===== src/rtl/score_counter.sv =====
// Game score keeper: IDLE/RUN/OVER control, BCD score with saturation,
// speed level derived from points scored, and a retained high score.
module score_counter #(
    parameter int TICKS_PER_POINT = 2,
    parameter int LEVEL_STEP      = 100
) (
    input  logic        clk_in,
    input  logic        reset,
    input  logic        tick,
    input  logic        start,
    input  logic        collide,
    output logic [15:0] score,
    output logic [15:0] hiscore,
    output logic [2:0]  level,
    output logic        running,
    output logic        game_over
);

    typedef enum logic [1:0] {
        IDLE = 2'd0,
        RUN  = 2'd1,
        OVER = 2'd2
    } state_t;

    localparam logic [3:0]  PRESC_MAX  = 4'(TICKS_PER_POINT - 1);
    localparam logic [13:0] LVLCNT_MAX = 14'(LEVEL_STEP - 1);
    localparam logic [15:0] SCORE_MAX  = 16'h9999;

    state_t      state_q, state_d;
    logic [15:0] score_q, score_d;
    logic [15:0] hiscore_q, hiscore_d;
    logic [2:0]  level_q, level_d;
    logic [3:0]  presc_q, presc_d;
    logic [13:0] lvlcnt_q, lvlcnt_d;

    // Ripple a +1 through the four BCD digits, each wrapping 9 -> 0.
    function automatic logic [15:0] bcdInc(input logic [15:0] v);
        logic [15:0] r;
        logic        carry;
        r     = v;
        carry = 1'b1;
        for (int i = 0; i < 4; i++) begin
            if (carry) begin
                if (r[i*4 +: 4] == 4'd9) begin
                    r[i*4 +: 4] = 4'd0;
                end else begin
                    r[i*4 +: 4] = r[i*4 +: 4] + 4'd1;
                    carry       = 1'b0;
                end
            end
        end
        return r;
    endfunction

    always_ff @(posedge clk_in or posedge reset) begin
        if (reset) begin
            state_q   <= IDLE;
            score_q   <= 16'h0000;
            hiscore_q <= 16'h0000;
            level_q   <= 3'd0;
            presc_q   <= 4'd0;
            lvlcnt_q  <= 14'd0;
        end else begin
            state_q   <= state_d;
            score_q   <= score_d;
            hiscore_q <= hiscore_d;
            level_q   <= level_d;
            presc_q   <= presc_d;
            lvlcnt_q  <= lvlcnt_d;
        end
    end

    always_comb begin
        state_d   = state_q;
        score_d   = score_q;
        hiscore_d = hiscore_q;
        level_d   = level_q;
        presc_d   = presc_q;
        lvlcnt_d  = lvlcnt_q;
        case (state_q)
            IDLE, OVER: begin
                if (start) begin
                    state_d  = RUN;
                    score_d  = 16'h0000;
                    level_d  = 3'd0;
                    presc_d  = 4'd0;
                    lvlcnt_d = 14'd0;
                end
            end
            RUN: begin
                // Collision wins over a same-cycle tick; valid BCD compares like binary.
                if (collide) begin
                    state_d = OVER;
                    if (score_q > hiscore_q) begin
                        hiscore_d = score_q;
                    end
                end else if (tick) begin
                    if (presc_q == PRESC_MAX) begin
                        presc_d = 4'd0;
                        if (score_q != SCORE_MAX) begin
                            score_d = bcdInc(score_q);
                        end
                        if (lvlcnt_q == LVLCNT_MAX) begin
                            lvlcnt_d = 14'd0;
                            if (level_q != 3'd7) begin
                                level_d = level_q + 3'd1;
                            end
                        end else begin
                            lvlcnt_d = lvlcnt_q + 14'd1;
                        end
                    end else begin
                        presc_d = presc_q + 4'd1;
                    end
                end
            end
            default: state_d = IDLE;
        endcase
    end

    assign score     = score_q;
    assign hiscore   = hiscore_q;
    assign level     = level_q;
    assign running   = (state_q == RUN);
    assign game_over = (state_q == OVER);

endmodule


===== config.mk =====
export PLATFORM = sky130hd
export DESIGN_NAME = score_counter
export DESIGN_NICKNAME = d
export VERILOG_FILES = /design/src/rtl/score_counter.sv
export SDC_FILE = /design/constraint.sdc
export NUM_CORES = 1
export LEC_CHECK = 0
export BUFFER_PORTS_ARGS = -buffer_cell sky130_fd_sc_hd__buf_4
export CAP_MARGIN = 20
export CORE_AREA = 2 2 97 99
export DETAILED_ROUTE_END_ITERATION = 8
export DIE_AREA = 0 0 99 101
export PLACE_DENSITY_LB_ADDON = 0.05
export RECOVER_POWER = 50
export SYNTH_ARGS = -nofsm -noshare
export SYNTH_HDL_FRONTEND = slang
export SYNTH_SLANG_ARGS = --single-unit

===== constraint.sdc =====
create_clock -name clk_in -period 6.26 [get_ports clk_in]
set_input_delay 1.252 -clock clk_in [delete_from_list [all_inputs] [get_ports clk_in]]
set_output_delay 1.252 -clock clk_in [all_outputs]
set_load 0.01 [all_outputs]

==> flow_summary.yaml <==
status:
  run_status: "finished, violations left"
  violations: "max-capacitance violations, max-slew violations"
cts:
  clk_pin_slew_ns: 0.10
  cts_tree: "built"
  post_cts.repair.setup_buffers: 0
  cts.sinks: 55
  clock_latency_ns: 0.31
  ctsHoldBuffers: 0
  cts_inserted_buffers: 5
  cts_resized: 0
  root_buffer: "clkbuf_8"
  htreeDepth: 2
  clk_path_buf_depth: 2
routing:
  route.vias.total: 2979
  routedWlPerCell_um: 16.3
  ant_nets: 0
  drtIter0Drc: 205
  drt-pass1-iter-count: 4
  drcViolationCount: 0
  wl_um: 8630
  vias_per_cell: 5.64
timing:
  worst_pin_slew_ns: 3.05
  setup_violations: 0
  min_period_over_period_pct: 60.8
  fin_crit_ns: 3.81
  relSlewSlack_pct: -103
  slew_viol_final: 56
  rsz0062_at_grt: "no"
  finalSetupTns_ns: 0
  max_freq_mhz: 263
  hold_viol: 0
  fin_skew_ns: 0.00910
die:
  core_area_um2: 8980
  start_util_pct: 38.7
  rows: 35
  die_w_um: 99
  dieArea_um2: 10000
  ios: 42
  fp.dieH_um: 101
hold_path:
  hold_class: "reg2reg"
final_layout:
  areaGrowthSynthToFinish_pct: 12.5
  num-nets-final: 450
  multi_input_area_um2: 1880
  drive_gt1_share_pct: 12.2
  regArea_um2: 1380
  antenna-diode-count: 0
  finish.instance_area_um2: 3910
  layout_common_cells: "55 x dfrtp_1, 37 x inv_1, 35 x nand2_1"
  post-route-util_pct: 43.5
  layout_commonest_cell: "dfrtp_1"
  fillerInstances: 908
grt:
  globalRouteOverflowTotal: 0
  grt_pass1_vias: 2773
  grt_pass1_wl_um: 14100
  grt_max_degree: 56
  antenna_found_initial: 0
  global_route.usage.total_pct: 17.5
synthesis:
  synthTopCellsByArea: "dfrtp_1 40%, ha_1 10%, o31ai_1 5.0%"
  syn-num-nets: 414
  syn_inst: 380
  ys_ff_latch: 55
  async_flop_share_pct: 100
  synth_top_cell_by_area: "dfrtp_1"
  synth-edff-count: 0
  avgSynthCellArea_um2: 9.14
  syn-cell-area_um2: 3470
  synth_cell_types: 52
  seq_area_frac_synth_pct: 39.6
  yosys_warnings: 0
  synth_top_area_share_pct: 39.6
  yosys_most_used_dff: "dfrtp_1"
pwr:
  power_leakage_nw: 1.73
  ir_worst_vdd_mv: 0.122
  power-per-cell-area_nw_per_um2: 257
  p_total_w: 0.00100
placed_design:
  portBuffers: 41
  post-dp-hpwl_um: 6020
  gp_congestion: 0.774
  placed_cell_area_um2: 3870
worst_setup_path:
  cp_slowest_cell: "clkbuf_1"
  path_buf_inv: 3
  critPathTopFamily: "buffers and inverters"
  max_stage_delay_ns: 2.15
  endpoint_kind: "async pin"
  crit_type: "in2async"
  worstPathRequired_ns: 6.01
  cp_cell_sequence: "clkbuf_4 -> inv_1 -> clkbuf_1"
  cp-start-kind: "input pin"
  path_max_fanout: 55
  arrival_ns: 3.56
run:
  max_cap_violations: 1
==> where the power goes <==
group | internal (W) | switching, W
combinational | 0.000131 | 0.000193
clock | 0.0000787 | 0.000120
sequential | 0.000402 | 0.0000791
==> path summary, 6_finish.rpt <==
kind,slack (ns),startpoint,cells past startpoint,to
hold / removal,0.50,lvlcnt_q[6],1,lvlcnt_q[6]
min in group asynchronous,2.10,reset,3,score[4]
max in group clk_in,3.11,state_q[1],3,running
setup / recovery,2.45,reset,3,score[2]
setup reg to reg,3.47,state_q[1],6,hiscore[6]
hold reg to reg,0.50,lvlcnt_q[6],1,lvlcnt_q[6]
==> routing by layer <==
metal / vias up / global-route usage (%) / wire length (um)
met5: - / 0 / 0
met4: 0 / 4.21 / 71
met3: 6 / 2.36 / 223
met2: 52 / 30.0 / 4210
met1: 1434 / 23.5 / 4120
li1: 1487 / - / -
==> sequential cells by signal, indices dropped and copies added, names as in the netlist <==
register  cells
hiscore      16
level         3
lvlcnt_q     14
presc_q       4
score        16
state_q       2
==> logic make-up (layout without fill, tap and decap cells) <==
kind of cell | count (synthesis) | in the layout | share of synthesized area, %
flops | 55 | 55 | 39.6
xor+xnor | 7 | 7 | 1.77
simple gates | 131 | 131 | 20.9
buf+inv | 53 | 90 | 6.27
fa+ha+maj | 29 | 29 | 10.5
compound gates | 104 | 104 | 20.6
mux | 1 | 1 | 0.324
==> cells in the mapped netlist (2+ instances only) <==
| library cell | instances |
|---|---|
| dfrtp_1 | 55 |
| inv_1 | 36 |
| nand2_1 | 35 |
| ha_1 | 29 |
| o21ai_0 | 24 |
| o31ai_1 | 23 |
| nor4_1 | 18 |
| a32oi_1 | 16 |
| nor2_1 | 15 |
| a21oi_1 | 14 |
| nor3_1 | 11 |
| nand3_1 | 10 |
| clkbuf_1 | 9 |
| nand2b_1 | 7 |
| or3_1 | 7 |
| xnor2_1 | 7 |
| o21ai_1 | 6 |
| and3_1 | 5 |
| nand4_1 | 5 |
| a211oi_1 | 3 |
| and2_1 | 3 |
| buf_2 | 3 |
| nand3b_1 | 3 |
| a21o_1 | 2 |
| a22o_1 | 2 |
| and4_1 | 2 |
| buf_1 | 2 |
| buf_6 | 2 |
| nor3b_1 | 2 |
| o211ai_1 | 2 |
==> final cells by class <==
| class | count | area share, % |
|---|---|---|
| multi-input combinational | 272 | 48.1 |
| sequential | 55 | 35.2 |
| timing repair buffer | 45 | 7.40 |
| inverter | 37 | 3.56 |
| tap | 111 | 3.56 |
| clock buffer | 6 | 1.86 |
| clock inverter | 2 | 0.320 |
==> through the flow <==
| stage | cells | hold slack, ns | setup slack [ns] |
|---|---|---|---|
| after floorplan | 380 | 0.453 | 3.67 |
| after global placement | 520 | 0.487 | 3.38 |
| after detailed placement | 520 | 0.486 | 3.32 |
| after CTS | 528 | 0.507 | 3.22 |
| after global routing | 528 | 0.540 | 1.63 |
| final | 528 | 0.502 | 2.45 |
Power figures use the tool's default switching activity.
